--- config.mk ---
export PLATFORM = sky130hd
export DESIGN_NAME = soda_change_ctrl_flat
export DESIGN_NICKNAME = d
export VERILOG_FILES = /design/src/rtl/soda_change_ctrl_pkg.sv /design/src/rtl/soda_change_ctrl_if.sv /design/src/rtl/soda_change_ctrl_coin_sel.sv /design/src/rtl/soda_change_ctrl.sv /design/src/flat_wrapper.sv
export SDC_FILE = /design/constraint.sdc
export NUM_CORES = 1
export LEC_CHECK = 0
export CELL_PAD_IN_SITES_DETAIL_PLACEMENT = 0
export CELL_PAD_IN_SITES_GLOBAL_PLACEMENT = 1
export CORE_UTILIZATION = 42
export DETAILED_ROUTE_END_ITERATION = 10
export PLACE_DENSITY = 0.78
export SLEW_MARGIN = 40
export SYNTH_ARGS = -nofsm -noshare
export SYNTH_HDL_FRONTEND = slang
export SYNTH_SLANG_ARGS = --single-unit
--- constraint.sdc ---
create_clock -name clk -period 2.6 [get_ports clk]
set_input_delay 0.52 -clock clk [delete_from_list [all_inputs] [get_ports clk]]
set_output_delay 0.52 -clock clk [all_outputs]
set_load 0.005 [all_outputs]
--- src/rtl/soda_change_ctrl_pkg.sv ---
// rtl/soda_change_ctrl_pkg.sv - shared FSM states and coin denominations for the change controller
package soda_pkg;

  typedef enum logic [2:0] {
    IDLE,
    CALC,
    SEL,
    REQ,
    FIN
  } state_t;

  localparam int NICKEL  = 5;
  localparam int DIME    = 10;
  localparam int QUARTER = 25;

endpackage

--- src/rtl/soda_change_ctrl_if.sv ---
// rtl/soda_change_ctrl_if.sv - vend-side and ejector-side signals of the change controller
// Optional refill port exists only with SODA_COIN_INV_EN defined.
interface soda_change_ctrl_if #(
  parameter int W = 8
);
  logic         start;
  logic [W-1:0] tot;
  logic [W-1:0] s;
  logic         eject_ack;
`ifdef SODA_COIN_INV_EN
  logic         refill;
`endif
  logic         ej_q;
  logic         ej_d;
  logic         ej_n;
  logic         busy;
  logic         done;
  logic         err;
  logic [W-1:0] rem;

  modport master (
    output start, tot, s, eject_ack,
`ifdef SODA_COIN_INV_EN
    output refill,
`endif
    input  ej_q, ej_d, ej_n, busy, done, err, rem
  );

  modport slave (
    input  start, tot, s, eject_ack,
`ifdef SODA_COIN_INV_EN
    input  refill,
`endif
    output ej_q, ej_d, ej_n, busy, done, err, rem
  );
endinterface

--- src/rtl/soda_change_ctrl_coin_sel.sv ---
// rtl/soda_change_ctrl_coin_sel.sv - greedy largest-usable-coin selection for the owed change
module soda_coin_sel
  import soda_pkg::*;
#(
  parameter int W = 8
) (
  input  logic [W-1:0] i_rem,
  input  logic [2:0]   i_avail,   // {quarter, dime, nickel} still in stock
  output logic [2:0]   o_coin,    // one-hot {quarter, dime, nickel}, zero when nothing fits
  output logic [W-1:0] o_val
);

  always_comb begin
    o_coin = 3'b000;
    o_val  = '0;
    if (i_rem >= W'(QUARTER) && i_avail[2]) begin
      o_coin = 3'b100;
      o_val  = W'(QUARTER);
    end else if (i_rem >= W'(DIME) && i_avail[1]) begin
      o_coin = 3'b010;
      o_val  = W'(DIME);
    end else if (i_rem >= W'(NICKEL) && i_avail[0]) begin
      o_coin = 3'b001;
      o_val  = W'(NICKEL);
    end
  end

endmodule

--- src/rtl/soda_change_ctrl.sv ---
// rtl/soda_change_ctrl.sv - returns change one coin at a time with per-coin ack timeout
// Define SODA_COIN_INV_EN for finite per-denomination coin inventory with refill.
module soda_change_ctrl
  import soda_pkg::*;
#(
  parameter int ACK_TMO = 16,
  parameter int W       = 8
) (
  input logic               clk,
  input logic               rst,
  soda_change_ctrl_if.slave bus
);

  localparam int CW = $clog2(ACK_TMO + 1);

  state_t         r_state;
  logic [W-1:0]   r_tot;
  logic [W-1:0]   r_s;
  logic [W-1:0]   r_rem;
  logic [W-1:0]   r_val;
  logic [CW-1:0]  r_cnt;
  logic [2:0]     r_ej;
  logic           r_busy;
  logic           r_done;
  logic           r_err;
  logic [2:0]     w_avail;
  logic [2:0]     w_coin;
  logic [W-1:0]   w_val;

`ifdef SODA_COIN_INV_EN
  logic [3:0] r_inv_q;
  logic [3:0] r_inv_d;
  logic [3:0] r_inv_n;

  assign w_avail = {r_inv_q != 4'd0, r_inv_d != 4'd0, r_inv_n != 4'd0};

  always_ff @(posedge clk or negedge rst) begin
    if (!rst) begin
      r_inv_q <= 4'd15;
      r_inv_d <= 4'd15;
      r_inv_n <= 4'd15;
    end else if (r_state == IDLE && bus.refill) begin
      r_inv_q <= 4'd15;
      r_inv_d <= 4'd15;
      r_inv_n <= 4'd15;
    end else if (r_state == REQ && bus.eject_ack) begin
      if (r_ej[2]) r_inv_q <= r_inv_q - 4'd1;
      if (r_ej[1]) r_inv_d <= r_inv_d - 4'd1;
      if (r_ej[0]) r_inv_n <= r_inv_n - 4'd1;
    end
  end
`else
  assign w_avail = 3'b111;
`endif

  soda_coin_sel #(.W(W)) u_coin_sel (
    .i_rem   (r_rem),
    .i_avail (w_avail),
    .o_coin  (w_coin),
    .o_val   (w_val)
  );

  always_ff @(posedge clk or negedge rst) begin
    if (!rst) begin
      r_state <= IDLE;
      r_tot   <= '0;
      r_s     <= '0;
      r_rem   <= '0;
      r_val   <= '0;
      r_cnt   <= '0;
      r_ej    <= 3'b000;
      r_busy  <= 1'b0;
      r_done  <= 1'b0;
      r_err   <= 1'b0;
    end else begin
      r_done <= 1'b0;
      r_err  <= 1'b0;
      unique case (r_state)
        IDLE: begin
          if (bus.start) begin
            r_tot   <= bus.tot;
            r_s     <= bus.s;
            r_busy  <= 1'b1;
            r_state <= CALC;
          end
        end
        CALC: begin
          if (r_tot < r_s) begin
            r_err   <= 1'b1;
            r_rem   <= '0;
            r_busy  <= 1'b0;
            r_state <= IDLE;
          end else begin
            r_rem   <= r_tot - r_s;
            r_state <= SEL;
          end
        end
        SEL: begin
          if (w_coin != 3'b000) begin
            r_ej    <= w_coin;
            r_val   <= w_val;
            r_cnt   <= '0;
            r_state <= REQ;
          end else if (r_rem >= W'(NICKEL)) begin
            // only reachable when inventory ran dry: change still owed stays visible
            r_err   <= 1'b1;
            r_busy  <= 1'b0;
            r_state <= IDLE;
          end else begin
            // sub-nickel residue is forfeited, nothing more is owed
            r_rem   <= '0;
            r_done  <= 1'b1;
            r_busy  <= 1'b0;
            r_state <= FIN;
          end
        end
        REQ: begin
          if (bus.eject_ack) begin
            r_ej    <= 3'b000;
            r_rem   <= r_rem - r_val;
            r_state <= SEL;
          end else if (r_cnt == CW'(ACK_TMO - 1)) begin
            r_ej    <= 3'b000;
            r_err   <= 1'b1;
            r_busy  <= 1'b0;
            r_state <= IDLE;
          end else begin
            r_cnt <= r_cnt + CW'(1);
          end
        end
        FIN: r_state <= IDLE;
        default: r_state <= IDLE;
      endcase
    end
  end

  assign bus.ej_q = r_ej[2];
  assign bus.ej_d = r_ej[1];
  assign bus.ej_n = r_ej[0];
  assign bus.busy = r_busy;
  assign bus.done = r_done;
  assign bus.err  = r_err;
  assign bus.rem  = r_rem;

endmodule

--- src/flat_wrapper.sv ---
// flat-port wrapper written by rule: the top's interface ports become plain ports
module soda_change_ctrl_flat import soda_pkg::*;
#(
  parameter int ACK_TMO = 16,
  parameter int W       = 8
)
  (clk, rst, bus_start, bus_tot, bus_s, bus_eject_ack, bus_ej_q, bus_ej_d, bus_ej_n, bus_busy, bus_done, bus_err, bus_rem);
  soda_change_ctrl_if #(.W(W)) bus_i ();
  input logic clk;
  input logic rst;
  input wire logic [$bits(bus_i.start)-1:0] bus_start;
  input wire logic [$bits(bus_i.tot)-1:0] bus_tot;
  input wire logic [$bits(bus_i.s)-1:0] bus_s;
  input wire logic [$bits(bus_i.eject_ack)-1:0] bus_eject_ack;
  output wire logic [$bits(bus_i.ej_q)-1:0] bus_ej_q;
  output wire logic [$bits(bus_i.ej_d)-1:0] bus_ej_d;
  output wire logic [$bits(bus_i.ej_n)-1:0] bus_ej_n;
  output wire logic [$bits(bus_i.busy)-1:0] bus_busy;
  output wire logic [$bits(bus_i.done)-1:0] bus_done;
  output wire logic [$bits(bus_i.err)-1:0] bus_err;
  output wire logic [$bits(bus_i.rem)-1:0] bus_rem;
  assign bus_i.start = bus_start;
  assign bus_i.tot = bus_tot;
  assign bus_i.s = bus_s;
  assign bus_i.eject_ack = bus_eject_ack;
  assign bus_ej_q = bus_i.ej_q;
  assign bus_ej_d = bus_i.ej_d;
  assign bus_ej_n = bus_i.ej_n;
  assign bus_busy = bus_i.busy;
  assign bus_done = bus_i.done;
  assign bus_err = bus_i.err;
  assign bus_rem = bus_i.rem;
  soda_change_ctrl #(.ACK_TMO(ACK_TMO), .W(W)) u_core (.clk(clk), .rst(rst), .bus(bus_i));
endmodule
==> impl_metrics.ini <==
[hold_path]
hp-class = primary input to asynchronous set/reset pin

[clock_network]
cts_buffer_depth = 2
holdBufCountCts = 0
clockRootBuffer = clkbuf_8
cts_sinks = 43
postCtsSetupBuffers = 0
htreeDepth = 2
cts.clk_slew.worst_paths_ps = 70
cts_inserted_buffers = 5
insertion_delay_ps = 290
cts_tree = built
cts.repair.resized = 0

[critical_path]
endpoint_kind = flip-flop
cp_max_fo = 7
start_kind = flip-flop
cp.arrival_ps = 2450
critPathRequiredTime_ps = 2770
critPathKind = flip-flop to flip-flop

[timing]
timing.final.ws_setup_ps = 323
grt_setup_unrepaired = false
period_minus_slack_ps = 2280
final.setup_skew_ps = 5.86
fin_crit_sh = 0.876
setup_violations = 0
hold-worst-slack_ps = 301
drv_slew = 0
fin_tns_setup_ps = 0
slew_headroom = 0.643
final-hold-violation-count = 0
worstMarginPinSlew_ps = 532
timing.fmax_ghz = 0.439

[logic_synthesis]
ys_seq_area_frac = 0.433
synth_ff_type = dfrtp_1
async_flop_share = 1.00
yosysWarnings = 0
ys_types = 48
synth.avg_cell_area_sq_um = 9.78
netlist_area_sq_um = 2480
synth-seq-cells = 43
synth_fp_nets = 291
synth_edf_count = 0
netlist_instances = 254

[finish]
final_layout_size_suffix_gt1_frac = 0.0903
antennaDiodeCount = 0
multiInputGateArea_sq_um = 1280
ff_latch_area_sq_um = 1080
area_growth_syn_to_layout_pct = 18.6
final_util = 0.525
layout.nets = 326
fillers = 545

[placement]
pre_cts_ws_ps = 328
place_hpwl_mm = 3.69
routabilityCongestion = 0.835
io_buffer_count = 33

[flow_run]
drv_cap = 0

[routing]
first_pass_iters = 4
drtAntennaViolNets = 0
detail_route.wl_per_cell_microns = 13.4
first_iter_violations = 83
drc = 0
postRouteWirelength_mm = 4.83
detailroute.via_count = 1879
routed_via_density = 5.22

[floorplan]
die_w_microns = 78.9
num_rows = 27
ioPinCount = 34
floorplan.die_area_sq_um = 6230
start_util = 0.443
coreArea_sq_um = 5610
die_y_microns = 78.9

[global_route]
grt-ovfl-total = 0
grt_max_degree = 44
grt_pass1_vias = 1893
grt_usage = 0.179
antenna_found_initial = 0
grt_pass1_wl_mm = 8.80

[power_and_ir_drop]
max-vdd-ir-drop_mv = 0.579
p_total_mw = 3.92
power.leakage_nw = 1.31
p_per_area_nw_per_um2 = 1330

[run_status]
outcome = complete, no violations
[worst max-delay path: stages (launching register included)]
cell and delay (ps):
dfrtp_1 360, inv_1 60, ha_1 150, inv_1 50, fa_1 400, a21o_1 210
a31oi_1 240, o31ai_2 160, and3_1 200, a221o_1 340
[cell families after synthesis]
| group | after synthesis | synth area share |
|---|---|---|
| and+or+nand+nor | 79 | 0.166 |
| xor gates and xnor gates | 8 | 0.0282 |
| adders and majority gates | 17 | 0.0917 |
| DFF | 43 | 0.433 |
| muxes | 8 | 0.0363 |
| AOI/OAI and AO/OA | 71 | 0.195 |
| buffers and inverters | 28 | 0.0494 |
[metal layers]
metal / global-route usage / wire [microns]
met1: 0.254 / 2490
met4: 0.0545 / 64
met3: 0.0310 / 132
met5: 0 / 0
met2: 0.280 / 2150
[power by group]
part	leakage [nW]	switching, mW	internal (mW)
Sequential	0.538	0.224	0.946
Combinational	0.731	1.28	1.09
Clock	0.0371	0.201	0.179
[final timing paths]
| kind | from | end | slack, ps | cells past startpoint |
|---|---|---|---|---|
| min in group clk | u_core.r_ej[1] | u_core.r_ej[1] | 480 | 1 |
| hold / removal | rst | u_core.bus.rem[5] | 300 | 2 |
| hold reg to reg | u_core.r_ej[1] | u_core.r_ej[1] | 480 | 1 |
| max in group asynchronous | rst | u_core.r_ej[2] | 1940 | 2 |
| setup reg to reg | u_core.r_tot[0] | u_core.bus.rem[7] | 320 | 9 |
| setup / recovery | u_core.r_tot[0] | u_core.bus.rem[7] | 320 | 9 |
[registers in the layout (all words and copies together), names as in the netlist]
name and cells:
u_core.bus.done 1, u_core.r_s 8, u_core.bus.rem 8, u_core.r_ej 3
u_core.bus.err 1, u_core.r_state 3, u_core.r_tot 8, u_core.r_val 5
u_core.r_cnt 5, u_core.bus.busy 1
[stage by stage]
stage	cell area [sq um]	std cells
finish	2950	360
global route	2950	360
CTS	2950	360
detailed placement	2870	354
global placement	2870	354
floorplan	2480	254
[final cells by class]
cell class                 instances  share of cell area
tap                               72              0.0306
inverter                          20              0.0255
multi-input combinational        183               0.436
timing repair buffer              36               0.118
sequential                        43               0.365
clock buffer                       6              0.0246
[synthesized netlist by cell type, drive strengths merged, types with 4 or more instances]
master | number | area share
dfrtp | 43 | 0.43
nand2 | 26 | 0.039
o21ai | 26 | 0.052
nor2 | 24 | 0.036
inv | 20 | 0.030
ha | 15 | 0.076
a21oi | 9 | 0.018
mux2 | 8 | 0.036
buf | 6 | 0.016
xor2 | 6 | 0.021
a21o | 5 | 0.015
and3 | 4 | 0.010
nand2b | 4 | 0.010
o31ai | 4 | 0.014
[cells in the final DEF, fill, tap and decap left out, drive strengths merged, types with 2 or more instances in the layout]
cell type | Yosys | layout
or3 | 3 | 3
or2 | 2 | 2
clkbuf | 2 | 6
nand4 | 2 | 2
nand3 | 3 | 3
o22ai | 2 | 2
mux2 | 8 | 8
nand2 | 26 | 26
xor2 | 6 | 6
nor3 | 3 | 3
o21bai | 2 | 2
a211oi | 3 | 3
nand2b | 4 | 4
a31oi | 3 | 3
o31ai | 4 | 4
a32oi | 3 | 3
a21o | 5 | 5
o211ai | 3 | 3
a311oi | 2 | 2
clkdlybuf4s50 | 0 | 32
o21ai | 26 | 26
buf | 6 | 4
o21a | 3 | 3
dfrtp | 43 | 43
nor3b | 2 | 2
and4 | 2 | 2
inv | 20 | 20
ha | 15 | 15
nor2b | 2 | 2
xnor2 | 2 | 2
nor2 | 24 | 24
and3 | 4 | 4
a21oi | 9 | 9
fa | 2 | 2
Note: power is estimated with default switching activity, not from simulation.
